==> src/rtl/trap_controller_if.sv <==
// trap_controller_if
// Groups every non-clock/reset signal of the trap controller.
//   Core request side : exception_request/cause/pc, mret_request,
//                       interrupt_request/cause
//   Core CSR side     : core_csr_address/write_value/write_enable (in),
//                       core_csr_read_value (out)
//   CSR file side     : csr_address/write_value/write_enable (out),
//                       csr_read_value (in)
//   Status            : busy, done, taken, redirect_pc (out)
// slave  = the trap controller itself
// master = the surrounding core / CSR file environment
interface trap_controller_if;
    logic        exception_request;
    logic [30:0] exception_cause;
    logic [31:0] exception_pc;
    logic        mret_request;
    logic        interrupt_request;
    logic [30:0] interrupt_cause;
    logic [11:0] core_csr_address;
    logic [31:0] core_csr_write_value;
    logic        core_csr_write_enable;
    logic [31:0] core_csr_read_value;
    logic [11:0] csr_address;
    logic [31:0] csr_write_value;
    logic        csr_write_enable;
    logic [31:0] csr_read_value;
    logic        busy;
    logic        done;
    logic        taken;
    logic [31:0] redirect_pc;

    modport slave (
        input  exception_request, exception_cause, exception_pc,
        input  mret_request, interrupt_request, interrupt_cause,
        input  core_csr_address, core_csr_write_value, core_csr_write_enable,
        input  csr_read_value,
        output core_csr_read_value,
        output csr_address, csr_write_value, csr_write_enable,
        output busy, done, taken, redirect_pc
    );

    modport master (
        output exception_request, exception_cause, exception_pc,
        output mret_request, interrupt_request, interrupt_cause,
        output core_csr_address, core_csr_write_value, core_csr_write_enable,
        output csr_read_value,
        input  core_csr_read_value,
        input  csr_address, csr_write_value, csr_write_enable,
        input  busy, done, taken, redirect_pc
    );
endinterface

==> src/rtl/trap_controller.sv <==
// trap_controller
// Sequences machine-mode trap entry (exception / enabled interrupt) and MRET
// through the CSR file port, one CSR access per cycle.
// Ports:
//   clock - sole clock, all state updates on posedge
//   reset - asynchronous, active-high
//   bus   - trap_controller_if.slave (requests, core CSR pass-through,
//           CSR file port, busy/done/taken/redirect_pc)
// While IDLE the core owns the CSR file port; in every other state the
// controller drives it and the core CSR inputs are ignored.
module trap_controller (
    input  logic             clock,
    input  logic             reset,
    trap_controller_if.slave bus
);
    localparam logic [11:0] ADDR_MSTATUS = 12'h300;
    localparam logic [11:0] ADDR_MTVEC   = 12'h305;
    localparam logic [11:0] ADDR_MEPC    = 12'h341;
    localparam logic [11:0] ADDR_MCAUSE  = 12'h342;
    localparam logic [31:0] ALIGN_MASK   = 32'hFFFF_FFFC;

    typedef enum logic [2:0] {
        IDLE,
        RD_MSTATUS,
        WR_MSTATUS,
        WR_MEPC,
        WR_MCAUSE,
        RD_MTVEC,
        RD_MEPC,
        DONE
    } state_t;

    state_t      state;
    state_t      state_next;
    logic        mret_q;
    logic        interrupt_q;
    logic [30:0] cause_q;
    logic [31:0] pc_q;
    logic [31:0] mstatus_q;
    logic [31:0] redirect_q;
    logic        taken_q;

    logic        any_request;
    logic        interrupt_masked;
    logic [31:0] mstatus_trap;
    logic [31:0] mstatus_mret;

    assign any_request = bus.exception_request | bus.mret_request | bus.interrupt_request;

    // The masking decision is made while mstatus is still on the read bus,
    // so it looks at csr_read_value rather than the not-yet-loaded mstatus_q.
    assign interrupt_masked = interrupt_q & ~bus.csr_read_value[3];

    // Trap entry: MPIE <- MIE, MIE <- 0. MRET: MIE <- MPIE, MPIE <- 1.
    assign mstatus_trap = {mstatus_q[31:8], mstatus_q[3], mstatus_q[6:4], 1'b0, mstatus_q[2:0]};
    assign mstatus_mret = {mstatus_q[31:8], 1'b1, mstatus_q[6:4], mstatus_q[7], mstatus_q[2:0]};

    always_ff @(posedge clock or posedge reset) begin
        if (reset) begin
            state       <= IDLE;
            mret_q      <= 1'b0;
            interrupt_q <= 1'b0;
            cause_q     <= '0;
            pc_q        <= '0;
            mstatus_q   <= '0;
            redirect_q  <= '0;
            taken_q     <= 1'b0;
        end else begin
            state <= state_next;
            case (state)
                IDLE: begin
                    // Priority: exception > mret > interrupt.
                    if (any_request) begin
                        mret_q      <= ~bus.exception_request & bus.mret_request;
                        interrupt_q <= ~bus.exception_request & ~bus.mret_request;
                        cause_q     <= bus.exception_request ? bus.exception_cause
                                                             : bus.interrupt_cause;
                        pc_q        <= bus.exception_pc;
                    end
                end
                RD_MSTATUS: begin
                    mstatus_q <= bus.csr_read_value;
                    if (interrupt_masked) begin
                        taken_q <= 1'b0;
                    end
                end
                RD_MTVEC, RD_MEPC: begin
                    redirect_q <= bus.csr_read_value & ALIGN_MASK;
                    taken_q    <= 1'b1;
                end
                default: begin
                end
            endcase
        end
    end

    always_comb begin
        state_next           = state;
        bus.csr_address      = '0;
        bus.csr_write_value  = '0;
        bus.csr_write_enable = 1'b0;
        case (state)
            IDLE: begin
                bus.csr_address      = bus.core_csr_address;
                bus.csr_write_value  = bus.core_csr_write_value;
                bus.csr_write_enable = bus.core_csr_write_enable;
                if (any_request) begin
                    state_next = RD_MSTATUS;
                end
            end
            RD_MSTATUS: begin
                bus.csr_address = ADDR_MSTATUS;
                state_next      = interrupt_masked ? DONE : WR_MSTATUS;
            end
            WR_MSTATUS: begin
                bus.csr_address      = ADDR_MSTATUS;
                bus.csr_write_value  = mret_q ? mstatus_mret : mstatus_trap;
                bus.csr_write_enable = 1'b1;
                state_next           = mret_q ? RD_MEPC : WR_MEPC;
            end
            WR_MEPC: begin
                bus.csr_address      = ADDR_MEPC;
                bus.csr_write_value  = pc_q & ALIGN_MASK;
                bus.csr_write_enable = 1'b1;
                state_next           = WR_MCAUSE;
            end
            WR_MCAUSE: begin
                bus.csr_address      = ADDR_MCAUSE;
                bus.csr_write_value  = {interrupt_q, cause_q};
                bus.csr_write_enable = 1'b1;
                state_next           = RD_MTVEC;
            end
            RD_MTVEC: begin
                bus.csr_address = ADDR_MTVEC;
                state_next      = DONE;
            end
            RD_MEPC: begin
                bus.csr_address = ADDR_MEPC;
                state_next      = DONE;
            end
            DONE: begin
                state_next = IDLE;
            end
            default: begin
                state_next = IDLE;
            end
        endcase
    end

    assign bus.core_csr_read_value = bus.csr_read_value;
    assign bus.busy                = (state != IDLE);
    assign bus.done                = (state == DONE);
    assign bus.taken               = taken_q;
    assign bus.redirect_pc         = redirect_q;
endmodule

==> src/flat_wrapper.sv <==
// flat-port wrapper written by rule: the top's interface ports become plain ports
module trap_controller_flat 
  (clock, reset, bus_exception_request, bus_exception_cause, bus_exception_pc, bus_mret_request, bus_interrupt_request, bus_interrupt_cause, bus_core_csr_address, bus_core_csr_write_value, bus_core_csr_write_enable, bus_csr_read_value, bus_core_csr_read_value, bus_csr_address, bus_csr_write_value, bus_csr_write_enable, bus_busy, bus_done, bus_taken, bus_redirect_pc);
  trap_controller_if bus_i ();
  input  logic clock;
  input  logic reset;
  input wire logic [$bits(bus_i.exception_request)-1:0] bus_exception_request;
  input wire logic [$bits(bus_i.exception_cause)-1:0] bus_exception_cause;
  input wire logic [$bits(bus_i.exception_pc)-1:0] bus_exception_pc;
  input wire logic [$bits(bus_i.mret_request)-1:0] bus_mret_request;
  input wire logic [$bits(bus_i.interrupt_request)-1:0] bus_interrupt_request;
  input wire logic [$bits(bus_i.interrupt_cause)-1:0] bus_interrupt_cause;
  input wire logic [$bits(bus_i.core_csr_address)-1:0] bus_core_csr_address;
  input wire logic [$bits(bus_i.core_csr_write_value)-1:0] bus_core_csr_write_value;
  input wire logic [$bits(bus_i.core_csr_write_enable)-1:0] bus_core_csr_write_enable;
  input wire logic [$bits(bus_i.csr_read_value)-1:0] bus_csr_read_value;
  output wire logic [$bits(bus_i.core_csr_read_value)-1:0] bus_core_csr_read_value;
  output wire logic [$bits(bus_i.csr_address)-1:0] bus_csr_address;
  output wire logic [$bits(bus_i.csr_write_value)-1:0] bus_csr_write_value;
  output wire logic [$bits(bus_i.csr_write_enable)-1:0] bus_csr_write_enable;
  output wire logic [$bits(bus_i.busy)-1:0] bus_busy;
  output wire logic [$bits(bus_i.done)-1:0] bus_done;
  output wire logic [$bits(bus_i.taken)-1:0] bus_taken;
  output wire logic [$bits(bus_i.redirect_pc)-1:0] bus_redirect_pc;
  assign bus_i.exception_request = bus_exception_request;
  assign bus_i.exception_cause = bus_exception_cause;
  assign bus_i.exception_pc = bus_exception_pc;
  assign bus_i.mret_request = bus_mret_request;
  assign bus_i.interrupt_request = bus_interrupt_request;
  assign bus_i.interrupt_cause = bus_interrupt_cause;
  assign bus_i.core_csr_address = bus_core_csr_address;
  assign bus_i.core_csr_write_value = bus_core_csr_write_value;
  assign bus_i.core_csr_write_enable = bus_core_csr_write_enable;
  assign bus_i.csr_read_value = bus_csr_read_value;
  assign bus_core_csr_read_value = bus_i.core_csr_read_value;
  assign bus_csr_address = bus_i.csr_address;
  assign bus_csr_write_value = bus_i.csr_write_value;
  assign bus_csr_write_enable = bus_i.csr_write_enable;
  assign bus_busy = bus_i.busy;
  assign bus_done = bus_i.done;
  assign bus_taken = bus_i.taken;
  assign bus_redirect_pc = bus_i.redirect_pc;
  trap_controller u_core (.clock(clock), .reset(reset), .bus(bus_i));
endmodule
==> config.mk <==
export PLATFORM = sky130hd
export DESIGN_NAME = trap_controller_flat
export DESIGN_NICKNAME = d
export VERILOG_FILES = /design/src/rtl/trap_controller_if.sv /design/src/rtl/trap_controller.sv /design/src/flat_wrapper.sv
export SDC_FILE = /design/constraint.sdc
export NUM_CORES = 1
export LEC_CHECK = 0
export ABC_CLOCK_PERIOD_IN_PS = 4800
export BUFFER_PORTS_ARGS = -buffer_cell sky130_fd_sc_hd__buf_2
export CORE_UTILIZATION = 49
export CTS_BUF_LIST = sky130_fd_sc_hd__clkbuf_2 sky130_fd_sc_hd__clkbuf_4 sky130_fd_sc_hd__clkbuf_8
export DETAILED_ROUTE_END_ITERATION = 10
export PLACE_DENSITY = 0.83
export SLEW_MARGIN = 5
export SYNTH_ARGS = -nofsm -noshare
export SYNTH_HDL_FRONTEND = slang
export SYNTH_SLANG_ARGS = --single-unit
==> constraint.sdc <==
create_clock -name clock -period 4.8 [get_ports clock]
set_input_delay 0.96 -clock clock [delete_from_list [all_inputs] [get_ports clock]]
set_output_delay 0.96 -clock clock [all_outputs]
set_load 0.1 [all_outputs]
==> results <==
- In the post-synthesis netlist, the biggest area contributors are sky130_fd_sc_hd__dfrtp_1, sky130_fd_sc_hd__mux2_2, sky130_fd_sc_hd__a22oi_1.
- The number of failing setup endpoints in the final timing report is 0.
- In the final timing run, aggregate negative setup slack is 0 ps.
- In this run the mean area of a mapped cell was ~12 um^2.
- The number of synthesized flops with an enable pin is 0.
- The commonest non-fill, non-tap cell in the layout is sky130_fd_sc_hd__buf_2.
- After floorplanning, the core was sized to cover around 13000 um^2.
- The total number of vias is 5240.
- The master of the slowest instance on the critical path is sky130_fd_sc_hd__dfrtp_1.
- After layout, the worst path uses 78.8% of the clock period.
- The H-tree depth is 4.
- The worst register-to-register path ends at u_core.pc_q[17]$_DFFE_PP0P_.
- The longest clock path from root to sink contains 2 buffers.
- The starting utilization of the core area is slightly above 50%.
- TritonCTS built the clock tree.
- The number of buffers added to fix hold violations after cts is 0.
- The total iterations of the first detailed-routing run is 5.
- Summed over all layers, the global routing overflow is 0.
- The library cells used most frequently in the layout, excluding fill and tap cells, are sky130_fd_sc_hd__buf_2, sky130_fd_sc_hd__dfrtp_1, sky130_fd_sc_hd__mux2_2, sky130_fd_sc_hd__o21ai_0, sky130_fd_sc_hd__a22oi_1.
- The worst setup path is captured at a primary output.
- The post-route antenna net violation count is 0.
- The worst-skew pair later-pin latency is around 450 ps.
- The clock-pin slew on the worst setup and hold paths is roughly 80 ps.
- Synthesis produced a netlist whose cell count is 546.
- The launching element type of the critical path is a flop.
- For the worst flop-to-flop path, the logic depth is 7.
- The count of cell types in the netlist is 40.
- The top cell type by area accounts for approximately 50% of the synthesized area.
- Registers take around 3200 um^2.
- In the synthesized netlist the async set-or-reset flop fraction comes to 100%.
- The max-capacitance violation count is 0.
- The beginning of the worst register-to-register path is u_core.state[0]$_DFFE_PP0P_.
- The cell depth of the worst hold path is 1.
- The routed design could run at a clock period as short as 3780 ps.
- The final hold violation count is 0.
- In this run the clock root is driven by a sky130_fd_sc_hd__clkbuf_8.
- The number of I/O pins is 288.
- In the global route stage, overall resource usage came out at 27.3%.
- The global-route wire length before repair is 26600 um.
- At the worst endpoint, the required time is ~3800 ps.
- The post-cts repair resize count is 0.
- The slew at the pin with the worst max-slew slack is about 1200 ps.
- The signed area change from the synthesized netlist to the final layout is 26.9%.
- For this run, the post-layout net count is 963.
- The max-slew violation count is 0.
- The maximum number of pins on one net before global-route repair is 79.
- The total DRC errors in the routed layout is 0.
- The internal reg-to-reg setup slack is between 1500 and 2000 ps.
- The capture endpoint of the worst hold path is u_core.pc_q[30]$_DFFE_PP0P_.
- The post-synthesis cell area is 6410 um^2.
- The post-detailed-route wirelength per cell is ~18 um.
- The placer's final routability congestion estimate is between 0.8 and 0.9.
- The number of antenna violations at the first check in global routing was 1.
- The largest area contributor in the netlist is sky130_fd_sc_hd__dfrtp_1.
- Using the TritonRoute via totals, the vias-per-cell ratio works out to between 5 and 6.
- The post-route netlist has between 50% and 60% of its cells at a drive strength greater than 1.
- Wires add up to approximately 18000 um.
- The number of buffer and inverter instances along the worst setup path is 2.
- The row count is 41.
- The number of global-route vias before repair was around 5100.
- The most used flip-flop cell after synthesis is sky130_fd_sc_hd__dfrtp_1.
- The area taken by multi-input logic gates is 2660 um^2.
- The share of the Yosys chip area taken by registers is around 50%.
- Including well taps, the total number of placed cells is 940.
- The largest incremental delay on the critical path is between 900 and 1000 ps.
- The vertical extent of the die is ~120 um.
- The number of filler cells placed in the layout is roughly 1100.
- The number of standard cells in the final layout excluding fillers is between 900 and 1000.
- The number of design-rule violations left by the first detailed-router iteration is ~310.
- Counting flops and latches in the post-synthesis netlist gives between 100 and 150.
- The kind of cell with the highest combined delay along the critical path is flip-flops.
- The maximum fanout encountered on the critical timing path is 29.
- In this run the horizontal extent of the chip is between 100 and 150 um.
- Setup repair after global routing left no endpoint under its margin.
- The critical path is of the flop to primary output type.
- Traced cell by cell, the critical path runs through nor3b_4, buf_4, a22oi_1, nand3_1, buf_2.
- The relative max-transition margin is 20.5%.
- For the final database, setup skew stands at 7.09 ps.
- The source of the worst hold timing path is u_core.pc_q[30]$_DFFE_PP0P_.
- The number of antenna diodes in the final layout is 0.
- The arrival time reported for the critical path endpoint is about 2800 ps.
- In this run the worst hold path is classified as flop to flop.
- The run finished with clean final reports.
- Clock tree synthesis inserted a total of 17 buffers.
- For this run, the number of Yosys warnings is 0.
- After clock tree synthesis, the setup repair step added 0 buffers.
- During placement, the flow inserted port buffers numbering 283.
- Detailed placement finished with a half-perimeter wire length of 12700 um.
- The overall die area is between 10000 and 15000 um^2.
- For this run, the top clock speed supported by timing is around 260 MHz.
- CTS saw ~130 sinks.
-- synth_stat cells, types with 2 or more instances --
cell,instances
sky130_fd_sc_hd__buf_4,36
sky130_fd_sc_hd__a22oi_1,57
sky130_fd_sc_hd__a21oi_1,7
sky130_fd_sc_hd__o21ai_1,5
sky130_fd_sc_hd__nor2b_1,2
sky130_fd_sc_hd__clkbuf_1,11
sky130_fd_sc_hd__a211oi_1,2
sky130_fd_sc_hd__mux2_2,64
sky130_fd_sc_hd__nand2_1,37
sky130_fd_sc_hd__a22o_1,2
sky130_fd_sc_hd__mux2_1,30
sky130_fd_sc_hd__buf_6,10
sky130_fd_sc_hd__nor3_4,2
sky130_fd_sc_hd__nor2_1,9
sky130_fd_sc_hd__o21ai_0,61
sky130_fd_sc_hd__buf_2,15
sky130_fd_sc_hd__clkbuf_2,3
sky130_fd_sc_hd__mux2i_1,33
sky130_fd_sc_hd__dfrtp_1,129
sky130_fd_sc_hd__nor3b_1,2
sky130_fd_sc_hd__and2_1,6
sky130_fd_sc_hd__inv_1,5
-- logic make-up after synthesis --
| logic type | share of synthesized area (%) |
|---|---|
| compound gates | 13.6 |
| xor+xnor | 0.430 |
| buf+inv | 8.38 |
| flops | 50.4 |
| mux | 21.7 |
| other cells | 0.0585 |
| simple gates | 5.47 |
-- registers in the layout, indices dropped and copies added, names as in the netlist --
name,cells
u_core.bus.redirect_pc,30
u_core.bus.taken,1
u_core.cause_q,31
u_core.interrupt_q,1
u_core.mret_q,1
u_core.mstatus_q,32
u_core.pc_q,30
u_core.state,3
-- how the worst max path moves through the flow --
stage	start	to	cells after the start
final	u_core.state[2]$_DFFE_PP0P_	bus_csr_write_value[7]	5
after global routing	u_core.state[2]$_DFFE_PP0P_	bus_csr_write_value[7]	5
after global placement	u_core.state[2]$_DFFE_PP0P_	bus_csr_write_value[7]	5
after CTS	u_core.state[2]$_DFFE_PP0P_	bus_csr_write_value[7]	5
after floorplan	reset	u_core.bus.redirect_pc[10]$_DFFE_PP0P_	1
after detailed placement	u_core.state[2]$_DFFE_PP0P_	bus_csr_write_value[7]	5
-- through the flow --
step	hold slack (ps)	setup WS [ps]	area (um^2)	utilization [%]
floorplan	459	399	6410	-
global placement	468	1540	7640	60.3
detailed placement	475	1530	7640	60.3
CTS	492	1020	8130	64.2
global route	504	889	8130	64.2
finish	490	1020	8130	64.2
-- layout make-up --
| cell class | count | area share (%) |
|---|---|---|
| inverters | 6 | 0.308 |
| clock buffers | 19 | 3.21 |
| well taps | 172 | 2.65 |
| flip-flops and latches | 129 | 39.7 |
| clock inverters | 13 | 2.85 |
| repair buffers | 296 | 18.6 |
| multi-input cells | 337 | 32.7 |
-- per-layer routing --
| layer | GRT usage (%) | share of wire (%) | wire, um | vias up |
|---|---|---|---|---|
| met2 | 45.9 | 50 | 8960 | 229 |
| met4 | 12.7 | 2.8 | 508 | 2 |
| met1 | 32.7 | 40 | 7200 | 2557 |
| li1 | - | - | - | 2420 |
| met5 | 0 | 0.067 | 12 | - |
| met3 | 7.01 | 7.1 | 1280 | 32 |
Power is not shown: default switching activity piles up to over one toggle a cycle in this logic, so the estimate is an artifact.
